## src/rtl/mips_pkg.sv

```systemverilog
// Shared encodings for the multicycle MIPS controller: opcodes, FSM states
// and the datapath select codes.
package mips_pkg;

    localparam logic [5:0] OP_R    = 6'b000000;
    localparam logic [5:0] OP_LW   = 6'b100011;
    localparam logic [5:0] OP_SW   = 6'b101011;
    localparam logic [5:0] OP_BEQ  = 6'b000100;
    localparam logic [5:0] OP_ADDI = 6'b001000;
    localparam logic [5:0] OP_J    = 6'b000010;
    localparam logic [5:0] OP_HALT = 6'b111111;

    typedef enum logic [3:0] {
        ST_IDLE    = 4'd0,
        ST_FETCH   = 4'd1,
        ST_DECODE  = 4'd2,
        ST_MEMADR  = 4'd3,
        ST_MEMRD   = 4'd4,
        ST_MEMWB   = 4'd5,
        ST_MEMWR   = 4'd6,
        ST_REXE    = 4'd7,
        ST_RWB     = 4'd8,
        ST_BEQ     = 4'd9,
        ST_ADDIEXE = 4'd10,
        ST_ADDIWB  = 4'd11,
        ST_JMP     = 4'd12,
        ST_HALT    = 4'd13
    } state_t;

    localparam logic [1:0] ALU_ADD   = 2'b00;
    localparam logic [1:0] ALU_SUB   = 2'b01;
    localparam logic [1:0] ALU_FUNCT = 2'b10;

    localparam logic [1:0] SRCB_B       = 2'b00;
    localparam logic [1:0] SRCB_FOUR    = 2'b01;
    localparam logic [1:0] SRCB_IMM     = 2'b10;
    localparam logic [1:0] SRCB_IMM_SH2 = 2'b11;

    localparam logic [1:0] PCSRC_ALU    = 2'b00;
    localparam logic [1:0] PCSRC_ALUOUT = 2'b01;
    localparam logic [1:0] PCSRC_JUMP   = 2'b10;

    // True for opcodes the controller knows how to sequence.
    function automatic logic is_legal_op(input logic [5:0] op);
        return (op == OP_R) || (op == OP_LW) || (op == OP_SW) || (op == OP_BEQ) ||
               (op == OP_ADDI) || (op == OP_J) || (op == OP_HALT);
    endfunction

    // Last state of each instruction that counts as retired.
    function automatic logic is_retiring(input state_t s);
        return (s == ST_MEMWB) || (s == ST_MEMWR) || (s == ST_RWB) ||
               (s == ST_ADDIWB) || (s == ST_BEQ) || (s == ST_JMP);
    endfunction

endpackage

```

## src/rtl/mips_ctrl_decode.sv

```systemverilog
// Moore output decode: maps the controller state onto datapath strobes and
// selects. Anything not driven for a state stays 0.
module mips_ctrl_decode
    import mips_pkg::*;
(
    input  logic [3:0] i_state,
    output logic       o_pc_write,
    output logic       o_pc_write_cond,
    output logic       o_iord,
    output logic       o_mem_read,
    output logic       o_mem_write,
    output logic       o_ir_write,
    output logic       o_mem_to_reg,
    output logic       o_reg_dst,
    output logic       o_reg_write,
    output logic       o_alu_src_a,
    output logic [1:0] o_alu_src_b,
    output logic [1:0] o_alu_op,
    output logic [1:0] o_pc_src,
    output logic       o_busy,
    output logic       o_halted
);

    logic [3:0] w_state;
    assign w_state = i_state;

    // Per-state control word, zero by default.
    always_comb begin
        o_pc_write      = 1'b0;
        o_pc_write_cond = 1'b0;
        o_iord          = 1'b0;
        o_mem_read      = 1'b0;
        o_mem_write     = 1'b0;
        o_ir_write      = 1'b0;
        o_mem_to_reg    = 1'b0;
        o_reg_dst       = 1'b0;
        o_reg_write     = 1'b0;
        o_alu_src_a     = 1'b0;
        o_alu_src_b     = SRCB_B;
        o_alu_op        = ALU_ADD;
        o_pc_src        = PCSRC_ALU;
        o_busy          = 1'b1;
        o_halted        = 1'b0;
        case (w_state)
            ST_IDLE: begin
                o_busy = 1'b0;
            end
            ST_FETCH: begin
                o_mem_read  = 1'b1;
                o_ir_write  = 1'b1;
                o_pc_write  = 1'b1;
                o_alu_src_b = SRCB_FOUR;
                o_alu_op    = ALU_ADD;
                o_pc_src    = PCSRC_ALU;
            end
            ST_DECODE: begin
                // Speculative branch target goes into ALUOut.
                o_alu_src_b = SRCB_IMM_SH2;
                o_alu_op    = ALU_ADD;
            end
            ST_MEMADR, ST_ADDIEXE: begin
                o_alu_src_a = 1'b1;
                o_alu_src_b = SRCB_IMM;
                o_alu_op    = ALU_ADD;
            end
            ST_MEMRD: begin
                o_mem_read = 1'b1;
                o_iord     = 1'b1;
            end
            ST_MEMWR: begin
                o_mem_write = 1'b1;
                o_iord      = 1'b1;
            end
            ST_MEMWB: begin
                o_reg_write  = 1'b1;
                o_mem_to_reg = 1'b1;
            end
            ST_REXE: begin
                o_alu_src_a = 1'b1;
                o_alu_op    = ALU_FUNCT;
            end
            ST_RWB: begin
                o_reg_write = 1'b1;
                o_reg_dst   = 1'b1;
            end
            ST_ADDIWB: begin
                o_reg_write = 1'b1;
                o_reg_dst   = 1'b0;
            end
            ST_BEQ: begin
                o_alu_src_a     = 1'b1;
                o_alu_op        = ALU_SUB;
                o_pc_write_cond = 1'b1;
                o_pc_src        = PCSRC_ALUOUT;
            end
            ST_JMP: begin
                o_pc_write = 1'b1;
                o_pc_src   = PCSRC_JUMP;
            end
            ST_HALT: begin
                o_busy   = 1'b0;
                o_halted = 1'b1;
            end
            default: begin
                o_busy = 1'b0;
            end
        endcase
    end

endmodule

```

## src/rtl/mips_multicycle_ctrl.sv

```systemverilog
// Multicycle MIPS control FSM with run/halt handshake, sticky illegal-opcode
// flag and saturating retired-instruction counter.
//
//  state    | meaning
//  ---------+---------------------------------------------------
//  IDLE     | out of reset, waiting for start
//  FETCH    | read instruction into IR, PC <= PC + 4
//  DECODE   | read registers, branch target into ALUOut
//  MEMADR   | lw/sw effective address
//  MEMRD    | lw data read
//  MEMWB    | lw register write-back
//  MEMWR    | sw data write
//  REXE     | R-type ALU operation
//  RWB      | R-type register write-back (rd)
//  BEQ      | compare, conditional PC load from ALUOut
//  ADDIEXE  | addi ALU operation
//  ADDIWB   | addi register write-back (rt)
//  JMP      | PC <= jump target
//  HALT     | program finished or illegal opcode; result stable
module mips_multicycle_ctrl
    import mips_pkg::*;
#(
    parameter int CNT_W = 16
) (
    input  logic             clk,
    input  logic             rst,
    input  logic             start,
    input  logic [5:0]       opcode,
    input  logic             zero,
    output logic             pc_en,
    output logic             pc_write,
    output logic             pc_write_cond,
    output logic             iord,
    output logic             mem_read,
    output logic             mem_write,
    output logic             ir_write,
    output logic             mem_to_reg,
    output logic             reg_dst,
    output logic             reg_write,
    output logic             alu_src_a,
    output logic [1:0]       alu_src_b,
    output logic [1:0]       alu_op,
    output logic [1:0]       pc_src,
    output logic             busy,
    output logic             halted,
    output logic             err,
    output logic [CNT_W-1:0] retired
);

    state_t           r_state;
    state_t           w_next_state;
    logic             r_err;
    logic [CNT_W-1:0] r_retired;
    logic             w_restart;
    logic             w_illegal;

    assign w_restart = (r_state == ST_HALT) && start;
    assign w_illegal = (r_state == ST_DECODE) && !is_legal_op(opcode);

    // State register; reset drops straight to IDLE, even mid-instruction.
    always_ff @(posedge clk or posedge rst) begin
        if (rst) begin
            r_state <= ST_IDLE;
        end else begin
            r_state <= w_next_state;
        end
    end

    // Next-state logic.
    always_comb begin
        w_next_state = r_state;
        case (r_state)
            ST_IDLE:    w_next_state = start ? ST_FETCH : ST_IDLE;
            ST_FETCH:   w_next_state = ST_DECODE;
            ST_DECODE: begin
                case (opcode)
                    OP_LW, OP_SW: w_next_state = ST_MEMADR;
                    OP_R:         w_next_state = ST_REXE;
                    OP_BEQ:       w_next_state = ST_BEQ;
                    OP_ADDI:      w_next_state = ST_ADDIEXE;
                    OP_J:         w_next_state = ST_JMP;
                    default:      w_next_state = ST_HALT;
                endcase
            end
            // IR is frozen after FETCH, so the opcode still selects load vs store.
            ST_MEMADR:  w_next_state = (opcode == OP_SW) ? ST_MEMWR : ST_MEMRD;
            ST_MEMRD:   w_next_state = ST_MEMWB;
            ST_MEMWB:   w_next_state = ST_FETCH;
            ST_MEMWR:   w_next_state = ST_FETCH;
            ST_REXE:    w_next_state = ST_RWB;
            ST_RWB:     w_next_state = ST_FETCH;
            ST_ADDIEXE: w_next_state = ST_ADDIWB;
            ST_ADDIWB:  w_next_state = ST_FETCH;
            ST_BEQ:     w_next_state = ST_FETCH;
            ST_JMP:     w_next_state = ST_FETCH;
            ST_HALT:    w_next_state = start ? ST_FETCH : ST_HALT;
            default:    w_next_state = ST_IDLE;
        endcase
    end

    // Sticky illegal-opcode flag, cleared when the harness restarts.
    always_ff @(posedge clk or posedge rst) begin
        if (rst) begin
            r_err <= 1'b0;
        end else if (w_restart) begin
            r_err <= 1'b0;
        end else if (w_illegal) begin
            r_err <= 1'b1;
        end
    end

    // Retired-instruction counter, saturating at all-ones.
    always_ff @(posedge clk or posedge rst) begin
        if (rst) begin
            r_retired <= '0;
        end else if (w_restart) begin
            r_retired <= '0;
        end else if (is_retiring(r_state) && (r_retired != {CNT_W{1'b1}})) begin
            r_retired <= r_retired + {{(CNT_W-1){1'b0}}, 1'b1};
        end
    end

    // Moore output decode.
    mips_ctrl_decode u_decode (
        .i_state         (r_state),
        .o_pc_write      (pc_write),
        .o_pc_write_cond (pc_write_cond),
        .o_iord          (iord),
        .o_mem_read      (mem_read),
        .o_mem_write     (mem_write),
        .o_ir_write      (ir_write),
        .o_mem_to_reg    (mem_to_reg),
        .o_reg_dst       (reg_dst),
        .o_reg_write     (reg_write),
        .o_alu_src_a     (alu_src_a),
        .o_alu_src_b     (alu_src_b),
        .o_alu_op        (alu_op),
        .o_pc_src        (pc_src),
        .o_busy          (busy),
        .o_halted        (halted)
    );

    // Only combinational path: branch outcome straight into the PC enable.
    assign pc_en   = pc_write | (pc_write_cond & zero);
    assign err     = r_err;
    assign retired = r_retired;

endmodule
```

## config.mk

```make
export PLATFORM = sky130hd
export DESIGN_NAME = mips_multicycle_ctrl
export DESIGN_NICKNAME = d
export VERILOG_FILES = /design/src/rtl/mips_pkg.sv /design/src/rtl/mips_ctrl_decode.sv /design/src/rtl/mips_multicycle_ctrl.sv
export SDC_FILE = /design/constraint.sdc
export NUM_CORES = 1
export LEC_CHECK = 0
export ABC_AREA = 1
export ABC_CLOCK_PERIOD_IN_PS = 1800
export CAP_MARGIN = 20
export CELL_PAD_IN_SITES_DETAIL_PLACEMENT = 0
export CELL_PAD_IN_SITES_GLOBAL_PLACEMENT = 1
export CORE_MARGIN = 1
export CORE_UTILIZATION = 32
export DETAILED_ROUTE_END_ITERATION = 7
export GPL_TIMING_DRIVEN = 1
export PLACE_DENSITY_LB_ADDON = 0.3
export RECOVER_POWER = 25
export SYNTH_ARGS = -nofsm -noshare
export SYNTH_HDL_FRONTEND = slang
export SYNTH_SLANG_ARGS = --single-unit
```

## constraint.sdc

```tcl
create_clock -name clk -period 1.8 [get_ports clk]
set_clock_uncertainty 0.05 [all_clocks]
set_input_delay 0.27 -clock clk [delete_from_list [all_inputs] [get_ports clk]]
set_output_delay 0.27 -clock clk [all_outputs]
set_load 0.02 [all_outputs]
```

---- Word level (Yosys, flattened, before mapping) ----
Index checks and enable logic that the tools add are counted.
storage, ports and cells
  bits in registers ....................... 21
  word-level logic and storage cells ...... 78
  input bits .............................. 10
  output and inout bits ................... 36
cells by class
  equal/unequal tests ..................... 20
  bitwise gates (word level) .............. 2
  reductions and logical operators ........ 28
  muxes and demuxes ....................... 24
  add/subtract/negate cells ............... 1
operators by type and width
  kind                                           number
  case mux 4 bit (9 select lines)                1
  2-to-1 mux 16 bit                              2
  == test 4 bit, second input constant           6
  case mux 4 bit (5 select lines)                1
  == test 6 bit, second input constant           3
  adder 16 x 1 -> 16 bit, second input constant  1
  == test 4 x 3 -> 1 bit, second input constant  4
  inequality test 16 bit, second input constant  1
  2-to-1 mux 1 bit                               15
  OR reduction 12 bit                            1
  logical OR 1 bit                               11
  OR reduction 2 bit                             5
  == test 4 x 2 -> 1 bit, second input constant  2
  case mux 2 bit (2 select lines)                2
  == test 6 x 2 -> 1 bit, second input constant  1
  == test 6 x 3 -> 1 bit, second input constant  1
  == test 6 x 4 -> 1 bit, second input constant  1
  logical NOT 6 bit                              1
  case mux 2 bit (3 select lines)                1
  OR reduction 6 bit                             1
  == test 4 x 1 -> 1 bit, second input constant  1
  logical NOT 4 bit                              1
  2-to-1 mux 4 bit                               1
  nonzero test 2 bit                             2
  7 further kinds                                9

---- Longest topological paths before layout ----
Gate-level depths: netlist (run 1).
  depth in word-level cells ............... 11
  gate-level depth with buffers ........... 10
  gate-level depth less buffers ........... 9

---- Hierarchy ----
Synthesis (run 1) repeated with hierarchy kept, for this count alone.
second synthesis, totals
  cells, all modules ...................... 276
  area total of the unflattened synthesis .. 1736.7 um^2
modules (own cells, without submodules)
  module                seq. area each (um^2)  cells each  area each (um^2)  times used
  mips_multicycle_ctrl  525.5                  234         1545.2            1
  mips_ctrl_decode      0.0                    42          191.4             1

---- Worst setup path after synthesis (run 1) ----
No wires, ideal clock.
  path kind ............................... flip-flop to flip-flop
  start ................................... register r_retired[0], in the netlist retired[0]
  end ..................................... register r_retired[6], in the netlist retired[6]
  data required time ...................... 1632 ps
  clock period less this slack ............ 1749 ps
  setup time .............................. 118 ps
  arrival ................................. 1581 ps
  cell stages (with the launch flop) ...... 10
  buffers on the path ..................... 1
  path slack .............................. 51 ps
  cell sequence ........................... dfrtp_1 > ha_1 > nand3_1 > inv_1 > nand3_1 > nor2_1 > nor2_4 > buf_6 > nand3_1 > nand2_1
on the way
  word-level cells in the longest chain between the ends .. 3
  elaborated cells on any way between the ends .. 6
  classes of those cells .................. 1 x add/sub; 1 x eq/ne; 2 x mux; 2 x reduce/logical
RTL lines
  what                                                              line                                                      text
  start, declared                                                   mips_multicycle_ctrl.sv:53                                logic [CNT_W-1:0] r_retired;
  start signal, assigned                                            mips_multicycle_ctrl.sv:119                               r_retired <= r_retired + {{(CNT_W-1){1'b0}}, 1'b1};
  adder 16 x 1 -> 16 bit or inequality test 16 bit (tied branches)  mips_multicycle_ctrl.sv:119, mips_multicycle_ctrl.sv:118
  2-to-1 mux 16 bit or logical AND 1 bit (tied branches)            mips_multicycle_ctrl.sv:118                               end else if (is_retiring(r_state) && (r_retired != {CNT_W{1'b1}})) begin
  2-to-1 mux 16 bit or nonzero test 2 bit (tied branches)           n/a
Parallel ways exist; a longest one is shown, timed or not. The select of a mux whose other input is x is not followed.
A chain may end at the register's enable or synchronous reset.

---- Worst setup path in the final report (run 1) ----
  start ................................... register r_state[3]
  end ..................................... output port pc_src[1]
on the way
  word-level cells in the longest chain between the ends .. 2
  elaborated cells on any way between the ends .. 3
  classes of those cells .................. 2 x eq/ne; 1 x mux
RTL lines
  what                               line                        text
  start, declared                    mips_multicycle_ctrl.sv:50  state_t r_state;
  start signal, assigned             mips_multicycle_ctrl.sv:65  r_state <= w_next_state;
  == test 4 bit                      mips_ctrl_decode.sv:44      case (w_state)
  case mux 2 bit (2 select lines) *  mips_ctrl_decode.sv:44
  end, declared                      mips_multicycle_ctrl.sv:43  output logic [1:0] pc_src,
Every way passes the cells marked *; elsewhere a longest branch is shown, timed or not.

==> results.json, run 1 <==
{
  "status": "complete, no violations",
  "dp_slack_ns": -0.09331,
  "routed_wl_um": 4882,
  "startpoint_type": "flip-flop",
  "numCtsBuffers": 3,
  "power.total_mw": 3.340,
  "fmax_ghz": 0.5600,
  "io_pins": 46,
  "clock_sinks": 21,
  "setup_slack_ns": 0.01415,
  "finalSetupViolCount": 0,
  "final-hold-violation-count": 0,
  "chipWidth_um": 74.47,
  "end_kind": "output port",
  "grt_pass1_vias": 1748,
  "start_util_pct": 33.11,
  "crit_type": "flip-flop to output port",
  "ys_seq_area_share_pct": 31.27,
  "finalInstanceArea_um2": 2550,
  "crit_path_max_fanout": 4,
  "syn_avg_cell_area_um2": 6.066,
  "drv_slew": 0,
  "grt_max_degree": 32,
  "ant_nets": 0,
  "grt_remaining_overflow": 0,
  "place_congestion": 0.8299,
  "tightest_slew_ns": 1.144,
  "p_leak_nw": 1.322,
  "synth.net_count": 288,
  "remaining_drc_errors": 0,
  "coreArea_um2": 5075,
  "vias": 1941,
  "area_growth_pct": 51.75,
  "vdd_drop_max_v": 0.0004793,
  "clock_latency_ns": 0.27,
  "port_buffers": 45,
  "die_area_um2": 5545,
  "whs_ns": 0.4781,
  "rsz0062_at_grt": "yes",
  "layout_common_cells": "nand2_1 (74), nand3_1 (45), nor2_1 (39)",
  "synth_warnings": 0,
  "min_period_over_period_pct": 99.21,
  "path_clk_slew_ns": 0.08,
  "num_rows": 26,
  "cts_max_level": 1,
  "final_common_cell": "nand2_1",
  "grt_pass1_wl_um": 8073,
  "firstDrtPassIters": 5,
  "nFillCells": 564,
  "cts_root_buf": "clkbuf_8",
  "final_layout_size_suffix_gt1_share_pct": 25.35,
  "placed_cell_area_um2": 2475,
  "postSynthCellCount": 277,
  "grt_usage_pct": 18.66,
  "synthDistinctLibCells": 22,
  "holdBufCountCts": 0,
  "worstPathRequired_ns": 1.48,
  "setup_tns_ns": 0,
  "cts_tree": "built",
  "min_path_type": "flip-flop to flip-flop",
  "synthesis.area_um2": 1680,
  "yosys_register_bits": 21,
  "period_minus_slack_ns": 1.786,
  "num_antenna_cells": 0,
  "antenna_found_initial": 0,
  "avgRoutedWirePerCell_um": 11.38,
  "vias_per_cell": 4.524,
  "dp_hpwl_um": 3717,
  "maxCapViolCount": 0,
  "critPathArrivalTime_ns": 1.47,
  "cts_max_path_buffers": 2,
  "fin_nets": 371,
  "post_cts_buffers": 0,
  "max-slew-margin-rel_pct": 23.73,
  "drtIter0Drc": 91,
  "fp.dieH_um": 74.47,
  "p_per_area_nw_per_um2": 1310
}
[worst max-delay path: stages (launching register included)]
cell and delay [ns]:
dfrtp_1 0.41, buf_4 0.15, nand2_1 0.12, clkinv_2 0.09, nand2_2 0.10, inv_1 0.07, clkdlybuf4s15_2 0.25
[where the power goes]
part	internal [mW]	leakage, nW	switching, mW	total (mW)
registers	0.585	0.277	0.104	0.689
logic	0.981	1.02	1.34	2.32
clock network	0.157	0.0217	0.178	0.335
[layer usage]
layer | vias to the layer above | part of all wire (%) | track usage (%)
met3 | 5 | 2.7 | 2.439
met2 | 30 | 46 | 30.03
li1 | 1033 | - | -
met4 | 0 | 0.74 | 3.145
met5 | - | 0 | 0
met1 | 873 | 50 | 26.94
[repair_timing]
action,CTS,global route
pin swaps,1,3
gates resized for setup,70,25
cloned,0,1
setup endpoints to repair,19,33
[synth_stat cells]
library cell	n	share of area, %
buf_2	3	0.89
dfrtp_1	21	31
xnor2_1	1	0.52
buf_4	3	1.3
o21ai_0	2	0.60
o211ai_1	2	0.89
nand3_1	46	14
nand3b_1	1	0.45
a21oi_1	4	1.2
nor2_1	48	11
nor2_2	4	1.5
ha_1	1	0.74
nand2_2	1	0.37
buf_6	1	0.67
xor2_1	6	3.1
nand4_1	7	2.6
clkinv_1	1	0.22
inv_1	37	8.3
nand2_1	77	17
inv_2	4	0.89
nor2_4	2	1.3
nor3_1	5	1.5
[registers in the layout (all words and copies together), names as in the netlist]
register,cells
err,1
r_state,4
retired,16
[metrics by stage]
stage	instances	utilization [%]
global placement	424	48.77
CTS	428	49.68
global route	429	50.25
detailed placement	424	48.77
finish	429	50.25
floorplan	277	-
[cells by family (layout without fill, tap and decap cells)]
logic type	count (synthesis)	in the layout	share of synthesized area [%]
xor gates and xnor gates	7	7	3.649
AOI/OAI and AO/OA	8	8	2.680
DFF	21	21	31.27
and+or+nand+nor	191	192	49.37
adders and majority gates	1	1	0.7445
buffers and inverters	49	130	12.28
[final cells by class]
type                            count  area (um^2)  area share, %
Inverter                           42        163.9          6.428
Clock buffer                        3        41.29          1.619
Sequential cell                    21        528.0          20.71
Multi-Input combinational cell    208         1021          40.04
Tap cell                           70        87.58          3.435
Clock inverter                      1        7.507         0.2944
Timing Repair Buffer               84        700.7          27.48
[path summary, 6_finish.rpt]
kind                                 start           to  slack [ns]  cells after the start
max in group asynchronous              rst   r_state[2]        0.34                      3
worst min register to register         err          err        0.48                      2
worst max register to register  r_state[3]  retired[15]        0.17                     10
worst min-delay path                   err          err        0.48                      2
min in group asynchronous              rst          err        0.60                      3
worst max-delay path            r_state[3]    pc_src[1]        0.01                      6
Power figures use the tool's default switching activity.
==> run 2: changes to the inputs <==
--- a/config.mk
+++ b/config.mk
@@ -15,7 +15,6 @@
 export DETAILED_ROUTE_END_ITERATION = 7
 export GPL_TIMING_DRIVEN = 1
 export PLACE_DENSITY_LB_ADDON = 0.3
-export RECOVER_POWER = 25
 export SYNTH_ARGS = -nofsm -noshare
 export SYNTH_HDL_FRONTEND = slang
 export SYNTH_SLANG_ARGS = --single-unit
==> run 2 against run 1 <==
Net effect: worst setup slack about the same; critical path depth unchanged; first-iteration DRC count down 1.1%; cell count unchanged; sequential power about the same; fmax about the same; global-route usage unchanged; utilization up 0.074 points; sequential share of layout area about the same; non-clock buffer count unchanged; power about the same; critical endpoint unchanged; largest cell class unchanged.
==> results.json, run 2 (same netlist as run 1, synthesis figures left out) <==
{
  "dp_slack_ns": -0.09331,
  "num_antenna_cells": 0,
  "p_per_area_nw_per_um2": 1307,
  "place_congestion": 0.8299,
  "largest_register_ffs": 16,
  "fin_util_pct": 50.32,
  "setup_slack_ns": 0.01439,
  "min_period_over_period_pct": 99.20,
  "vias_per_cell": 4.527,
  "grt_pass1_vias": 1748,
  "grt_usage_pct": 18.66,
  "period_minus_slack_ns": 1.786,
  "cts_root_buf": "clkbuf_8",
  "vdd_drop_max_v": 0.0004749,
  "nFillCells": 565,
  "end_kind": "output port",
  "max-slew-margin-rel_pct": 80.37,
  "start_util_pct": 33.11,
  "final_layout_size_suffix_gt1_share_pct": 25.63,
  "crit_type": "flip-flop to output port",
  "startpoint_type": "flip-flop",
  "min_path_type": "primary input to asynchronous set/reset pin",
  "chipWidth_um": 74.47,
  "cts_max_level": 1,
  "fp.dieH_um": 74.47,
  "numCtsBuffers": 3,
  "grt_pass1_wl_um": 8073,
  "worstPathRequired_ns": 1.48,
  "rsz0062_at_grt": "yes",
  "tightest_slew_ns": 0.2935,
  "drv_slew": 0,
  "p_leak_nw": 1.326,
  "finalInstanceArea_um2": 2554,
  "remaining_drc_errors": 0,
  "placed_cell_area_um2": 2475,
  "fin_nets": 371,
  "routed_wl_um": 4871,
  "coreArea_um2": 5075,
  "area_growth_pct": 51.97,
  "maxCapViolCount": 0,
  "final-hold-violation-count": 0,
  "status": "complete, no violations",
  "die_area_um2": 5545,
  "fmax_ghz": 0.5600,
  "clock_sinks": 21,
  "setup_tns_ns": 0,
  "drtIter0Drc": 90,
  "io_pins": 46,
  "grt_remaining_overflow": 0,
  "crit_path_max_fanout": 4,
  "layout_common_cells": "nand2_1 (74), nand3_1 (45), nor2_1 (39), buf_4 (39), inv_1 (35)",
  "grt_max_degree": 32,
  "firstDrtPassIters": 5,
  "finalSetupViolCount": 0,
  "antenna_found_initial": 0,
  "path_clk_slew_ns": 0.08,
  "cts_max_path_buffers": 2,
  "clock_latency_ns": 0.27,
  "port_buffers": 45,
  "avgRoutedWirePerCell_um": 11.35,
  "dp_hpwl_um": 3717,
  "vias": 1942,
  "num_rows": 26,
  "power.total_mw": 3.338,
  "cts_tree": "built",
  "holdBufCountCts": 0,
  "ant_nets": 0,
  "final_common_cell": "nand2_1",
  "critPathArrivalTime_ns": 1.47
}
[run 2: repair_timing]
| item | 4_1_cts | 5_1_grt |
|---|---|---|
| gates resized for setup | 70 | 25 |
| cloned | 0 | 1 |
| pin swaps | 1 | 3 |
| setup endpoints to repair | 19 | 33 |
| setup buffers | 0 | 0 |
[run 2: cell type report]
cell class	instances	area (um^2)	share of cell area (%)
Clock buffer	3	41.29	1.617
Multi-Input combinational cell	208	1021	39.98
Tap cell	70	87.58	3.430
Timing Repair Buffer	84	704.4	27.58
Clock inverter	1	7.507	0.2940
Sequential cell	21	528.0	20.68
Inverter	42	163.9	6.418
[run 2: path summary, 6_finish.rpt]
check                            from     endpoint  slack, ns  cells after the start
min reg2reg                       err          err       0.48                      2
max reg2reg                r_state[3]  retired[15]       0.17                     10
min in group clk                  err          err       0.48                      2
max in group asynchronous         rst   r_state[2]       1.20                      3
max                        r_state[3]    pc_src[1]       0.01                      6
min                               rst   r_state[0]       0.27                      3
[run 2: stage by stage]
| stage | hold slack [ns] | cells |
|---|---|---|
| finish | 0.2690 | 429 |
| global route | 0.3079 | 429 |
| CTS | 0.2836 | 428 |
| detailed placement | 0.4625 | 424 |
| global placement | 0.4697 | 424 |
| floorplan | 0.1965 | 277 |
[run 2: power breakdown]
group	leakage [nW]	switching [mW]	internal [mW]
sequential	0.277	0.104	0.585
combinational	1.03	1.33	0.982
clock	0.0217	0.178	0.157
total	1.33	1.61	1.72
[run 2: worst max-delay path, cell delays in order (launching register included)]
cell and delay, ns:
dfrtp_1 0.41, buf_4 0.15, nand2_1 0.12, clkinv_2 0.09
nand2_2 0.10, inv_1 0.07, clkdlybuf4s15_2 0.25
[run 2: per-layer routing]
metal	wire length, um	GRT usage (%)
met5	0	0
met4	36	3.145
met3	133	2.439
met2	2269	30.03
met1	2430	26.94
==> RTL change 1 (config.mk and constraints of run 2) <==
The parameter `CNT_W` goes from 16 to 32.
--- a/src/rtl/mips_multicycle_ctrl.sv
+++ b/src/rtl/mips_multicycle_ctrl.sv
@@ -21,5 +21,5 @@
     import mips_pkg::*;
 #(
-    parameter int CNT_W = 16
+    parameter int CNT_W = 32
 ) (
     input  logic             clk,
Ports: changed (resized retired); port bits go from 46 to 62. No check against the original RTL was run, so the function may have changed too.
==> RTL change 1 against run 2 <==
Routed wire length rose by 78%; combinational power grew 42%; register-to-register slack got worse by 0.06 ns; area after synthesis grew 65%; setup slack better by 0.0060 ns; largest power group unchanged; power increased by 56%; critical endpoint is now alu_src_a; sequential cell count increased by 16; cell area increased by 58%; final cell count grew 60%.
==> RTL change 1: results (changes against run 2) <==
Status:
- The run finished with clean final reports.

Clock network:
- The total clock buffers created by CTS is 5 (+2).
- The clock latency at the later pin of the worst-skew pair is 0.29 ns (+0.02 ns).
- The tree is rooted in a clkbuf_8.
- The clock edge transition at the registers on the reported setup and hold paths is 0.08 ns (about the same).
- The count of H-tree levels built during CTS is 2 (+1).
- The number of buffers on the longest clock path was 2 (unchanged).
- The number of buffers inserted by post-CTS setup repair is 0 (unchanged).

Place:
- The number of placed instances, taps included is 676 (+59%).
- The count of input and output buffers is 61 (+36%).
- The weighted congestion at the end of routability-driven global placement was 0.893 (+7.6%).
- The half-perimeter wire length of the detailed placement result is 6.75 mm (+82%).

Logic synthesis:
- The synthesized net count is 472 (+64%).
- The sequential cell area fraction in the yosys report is 0.334 (+0.0217).
- The count of different cell masters after synthesis is 28 (+27%).
- For this run, the leading register cell type out of synthesis is dfrtp_1.
- The synthesized instance count is 461 (+66%).
- After synthesis, the most frequently instantiated cells are nand2_1, nor2_1, inv_1.
- The async set or reset register ratio after synthesis is 1.00 (unchanged).
- Yosys attributes the largest share of cell area to dfrtp_1, nand2_1, nor2_1.
- The count of yosys warnings during synthesis was 0 (unchanged).

Final layout:
- The post-layout instance count excluding filler cells is 685 (+60%).
- The share of final-layout standard cells stronger than drive strength 1 came to 0.186 (-0.0701).
- The flip-flop count of the largest register after layout is 32 (+16).
- The diode insertion count for antenna repair is 0 (unchanged).
- The net count of the finished layout is 590 (+59%).

Global routing:
- The remaining global-route overflow is 0 (unchanged).
- The wire length of the first global-routing pass is 14.2 mm (+76%).
- The maximum number of pins on one net before global-route repair was 38 (+19%).
- The number of global-route vias before repair came to 3099 (+77%).
- The initial antenna violation count is 0 (unchanged).
- The overall fraction of global-route tracks in use came to 0.205 (+0.0187).

Worst setup path:
- The data arrival time of the worst path is 1.46 ns.
- The highest net fanout along the worst path was 5 (+1).
- The cell count of the worst reg-to-reg path is 12 (+2).

Route:
- The via count normalized by instance count is 4.65 (+2.7%).
- The total wire length was 8.66 mm (+78%).
- The detailed-routing iteration count for the pre-antenna-repair pass is 4 (-1).
- The count of routing violations after the opening detailed-route iteration is 114 (+27%).

Min path:
- The kind of path behind the tightest hold check is in2async.

Timing:
- The total count of hold-check failures in the final report is 0 (unchanged).
- The actual transition at the worst max-transition pin came to 0.502 ns (+0.209 ns).

Pwr:
- The static power due to leakage came to 2.03 nW (+53%).
- The peak ir drop on the vdd network is 822 uV (+73%).
RTL change 1: cell count changes after synthesis, sizes merged, moves of 5 or more:
cell / change
nand3: -14
xnor2: +5
nand2: +113
nor2: +38
nand4: +9
inv: +9
dfrtp: +16
RTL change 1: final cells by class:
| cell class | instances | area (um2) |
|---|---|---|
| multi-input cells | 363 | 1620 |
| fillers | 863 | 4250 |
| inverters | 51 | 198 |
| repair buffers | 121 | 1050 |
| flip-flops and latches | 37 | 930 |
| clock buffers | 6 | 82.6 |
| well taps | 105 | 131 |
| clock inverters | 2 | 37.5 |
RTL change 1: timing repair:
item | CTS | global route
hold endpoints to repair | 0 | 0
pin swaps | 1 | 1
gates resized for setup | 47 | 24
gates cloned | 0 | 1
endpoints found under the setup margin | 19 | 47
RTL change 1: worst paths after layout:
check	to	from	slack, ns
min in group clk	err	err	0.47
worst max register to register	retired[11]	retired[0]	0.11
worst max-delay path	alu_src_a	r_state[0]	0.02
worst min register to register	err	err	0.47
worst min-delay path	retired[7]	rst	0.34
max in group asynchronous	retired[0]	rst	0.98
RTL change 1: per-layer routing:
metal | up-vias | routed length [um] | GRT usage | share of wire
met3 | 10 | 325 | 0.0255 | 0.038
met4 | 0 | 161 | 0.0644 | 0.019
met5 | - | 0 | 0 | 0
met1 | 1452 | 4000 | 0.262 | 0.46
li1 | 1660 | - | - | -
met2 | 64 | 4170 | 0.360 | 0.48
RTL change 1: metrics by stage:
stage / setup TNS, ns / instance area [um2] / utilization / setup WS (ns)
detailed placement: -0.221 / 3950 / 0.475 / -0.0593
finish: 0 / 4050 / 0.487 / 0.0204
global placement: -0.0770 / 3950 / 0.475 / -0.0470
CTS: 0 / 4060 / 0.489 / 0.0130
floorplan: 0 / 2780 / - / 0.0210
global route: -0.279 / 4050 / 0.487 / -0.108
RTL change 1: cell families (layout without fill, tap and decap cells):
kind of cell | Yosys count | count (layout) | synth area share
and+or+nand+nor | 337 | 337 | 0.502
xor gates and xnor gates | 14 | 14 | 0.0443
adders and majority gates | 1 | 1 | 0.00452
buffers and inverters | 61 | 180 | 0.0913
AOI/OAI and AO/OA | 11 | 11 | 0.0235
DFF | 37 | 37 | 0.334
RTL change 1: where the power goes:
part / internal, mW / switching (mW) / total (mW) / leakage [nW]
clock: 0.451 / 0.317 / 0.768 / 0.0574
sequential: 1.03 / 0.134 / 1.17 / 0.496
combinational: 1.45 / 1.83 / 3.27 / 1.48
total: 2.93 / 2.28 / 5.21 / 2.03
RTL change 1: critical path: stages, from the launching register on:
cell             delay [ns]
dfrtp_2                0.44
inv_2                  0.06
nand2_1                0.12
nor2_2                 0.16
nor2_1                 0.07
nand3_1                0.06
clkdlybuf4s15_2        0.25
==> RTL change 2 (settings of run 2) <==
Without the edit above. Add an input register stage for `start`, `opcode` and `zero`, without a reset; this delays them by one clock. Comments in the files are not updated.
--- a/src/rtl/mips_multicycle_ctrl.sv
+++ b/src/rtl/mips_multicycle_ctrl.sv
@@ -48,4 +48,14 @@
 );
 
+    logic start_q;
+    logic [5:0] opcode_q;
+    logic zero_q;
+
+    always_ff @(posedge clk) begin
+        start_q  <= start;
+        opcode_q <= opcode;
+        zero_q   <= zero;
+    end
+
     state_t           r_state;
     state_t           w_next_state;
@@ -55,6 +65,6 @@
     logic             w_illegal;
 
-    assign w_restart = (r_state == ST_HALT) && start;
-    assign w_illegal = (r_state == ST_DECODE) && !is_legal_op(opcode);
+    assign w_restart = (r_state == ST_HALT) && start_q;
+    assign w_illegal = (r_state == ST_DECODE) && !is_legal_op(opcode_q);
 
     // State register; reset drops straight to IDLE, even mid-instruction.
@@ -71,8 +81,8 @@
         w_next_state = r_state;
         case (r_state)
-            ST_IDLE:    w_next_state = start ? ST_FETCH : ST_IDLE;
+            ST_IDLE:    w_next_state = start_q ? ST_FETCH : ST_IDLE;
             ST_FETCH:   w_next_state = ST_DECODE;
             ST_DECODE: begin
-                case (opcode)
+                case (opcode_q)
                     OP_LW, OP_SW: w_next_state = ST_MEMADR;
                     OP_R:         w_next_state = ST_REXE;
@@ -84,5 +94,5 @@
             end
             // IR is frozen after FETCH, so the opcode still selects load vs store.
-            ST_MEMADR:  w_next_state = (opcode == OP_SW) ? ST_MEMWR : ST_MEMRD;
+            ST_MEMADR:  w_next_state = (opcode_q == OP_SW) ? ST_MEMWR : ST_MEMRD;
             ST_MEMRD:   w_next_state = ST_MEMWB;
             ST_MEMWB:   w_next_state = ST_FETCH;
@@ -94,5 +104,5 @@
             ST_BEQ:     w_next_state = ST_FETCH;
             ST_JMP:     w_next_state = ST_FETCH;
-            ST_HALT:    w_next_state = start ? ST_FETCH : ST_HALT;
+            ST_HALT:    w_next_state = start_q ? ST_FETCH : ST_HALT;
             default:    w_next_state = ST_IDLE;
         endcase
@@ -142,5 +152,5 @@
 
     // Only combinational path: branch outcome straight into the PC enable.
-    assign pc_en   = pc_write | (pc_write_cond & zero);
+    assign pc_en   = pc_write | (pc_write_cond & zero_q);
     assign err     = r_err;
     assign retired = r_retired;
Function: changed (Yosys sat finds a counterexample within 4 cycles, from zero or initial values and one cycle with rst high).
==> RTL change 2 against run 2 <==
Cell area is 4.4% higher; sequential cell count is 8 higher; power increased by 2.5%; sequential power increased by 26%; setup slack better by 0.016 ns; area after synthesis grew 9.5%; routed wire length fell by 3.8%; combinational power down 12%.
==> RTL change 2: results (changes against run 2) <==
Status:
- The flow ran to the end, and the final reports show no timing, DRC or antenna violations.

Route:
- The count of routing violations after the opening detailed-route iteration came to 68 (-24%).
- The total wire length was 4.69 mm (-3.8%).
- The detailed-routing iteration count for the pre-antenna-repair pass is 4 (-1).
- The total met2 wirelength after detailed routing came to 2.07 mm (-8.6%).
- The wire length on met3 is 239 um (+80%).

Worst setup path:
- The largest incremental delay on the critical path is 0.45 ns (+0.04 ns).
- The origin of the critical flop-to-flop path is r_state[1].
- The cell count of the worst reg-to-reg path came to 11 (+1).
- The data arrival time of the worst path is 1.45 ns (-0.02 ns).
- The flop-to-flop setup slack is 0.12 ns (-0.05 ns).
- The highest net fanout along the worst path came to 5 (+1).
- The family of cells with the greatest summed delay on the critical path is flip-flops.

Pwr:
- The peak ir drop on the vdd network came to 722 uV (+52%).
- The static power due to leakage is 1.42 nW (+7.4%).
- The proportion of power drawn by the clock network was 0.153 (+0.053).
- The total power divided by cell area is 1280 mW/mm2 (-1.8%).

Place:
- The placed standard-cell area is 0.00259 mm2 (+4.8%).
- The weighted congestion at the end of routability-driven global placement is 0.903 (+8.9%).
- The number of placed instances, taps included is 418 (-1.4%).

Logic synthesis:
- The synthesized net count is 287 (-0.35%).
- The count of different cell masters after synthesis is 27 (+23%).
- Sorting the synthesized cells by area gives the leading types as dfrtp_1, nand2_1, nand3_1.
- The async set or reset register ratio after synthesis is 0.724 (-0.276).

Global routing:
- The overall fraction of global-route tracks in use is 0.167 (-0.0191).
- The met3 demand-to-capacity share in global routing is 0.0329 (+0.00855).
- The number of global-route vias before repair is 1747 (-0.057%).

Clock network:
- The total clock buffers created by CTS is 5 (+2).
[RTL change 2: worst max-delay path by stage]
stage | startpoint | endpoint | cells past startpoint | slack [ns]
detailed placement | r_state[3] | alu_src_a | 7 | -0.14
global route | r_state[3] | alu_src_b[1] | 7 | -0.10
global placement | r_state[2] | alu_src_a | 7 | -0.17
CTS | r_state[1] | busy | 4 | 0.007
finish | r_state[1] | busy | 4 | 0.03
floorplan | r_state[3] | alu_src_a | 5 | 0.02
[RTL change 2: logic make-up after synthesis]
logic type	after synthesis	synth area share
DFF	29	0.373
buffers and inverters	55	0.127
and+or+nand+nor	172	0.420
xor gates and xnor gates	7	0.0333
AOI/OAI and AO/OA	12	0.0401
adders and majority gates	1	0.00680
[RTL change 2: final cells by class]
cell class	count	area, um2
fill	563	2840
multi-input combinational	192	953
clock buffer	5	68.8
clock inverter	3	17.5
timing repair buffer	80	667
inverter	48	180
tap	72	90.1
sequential	29	688
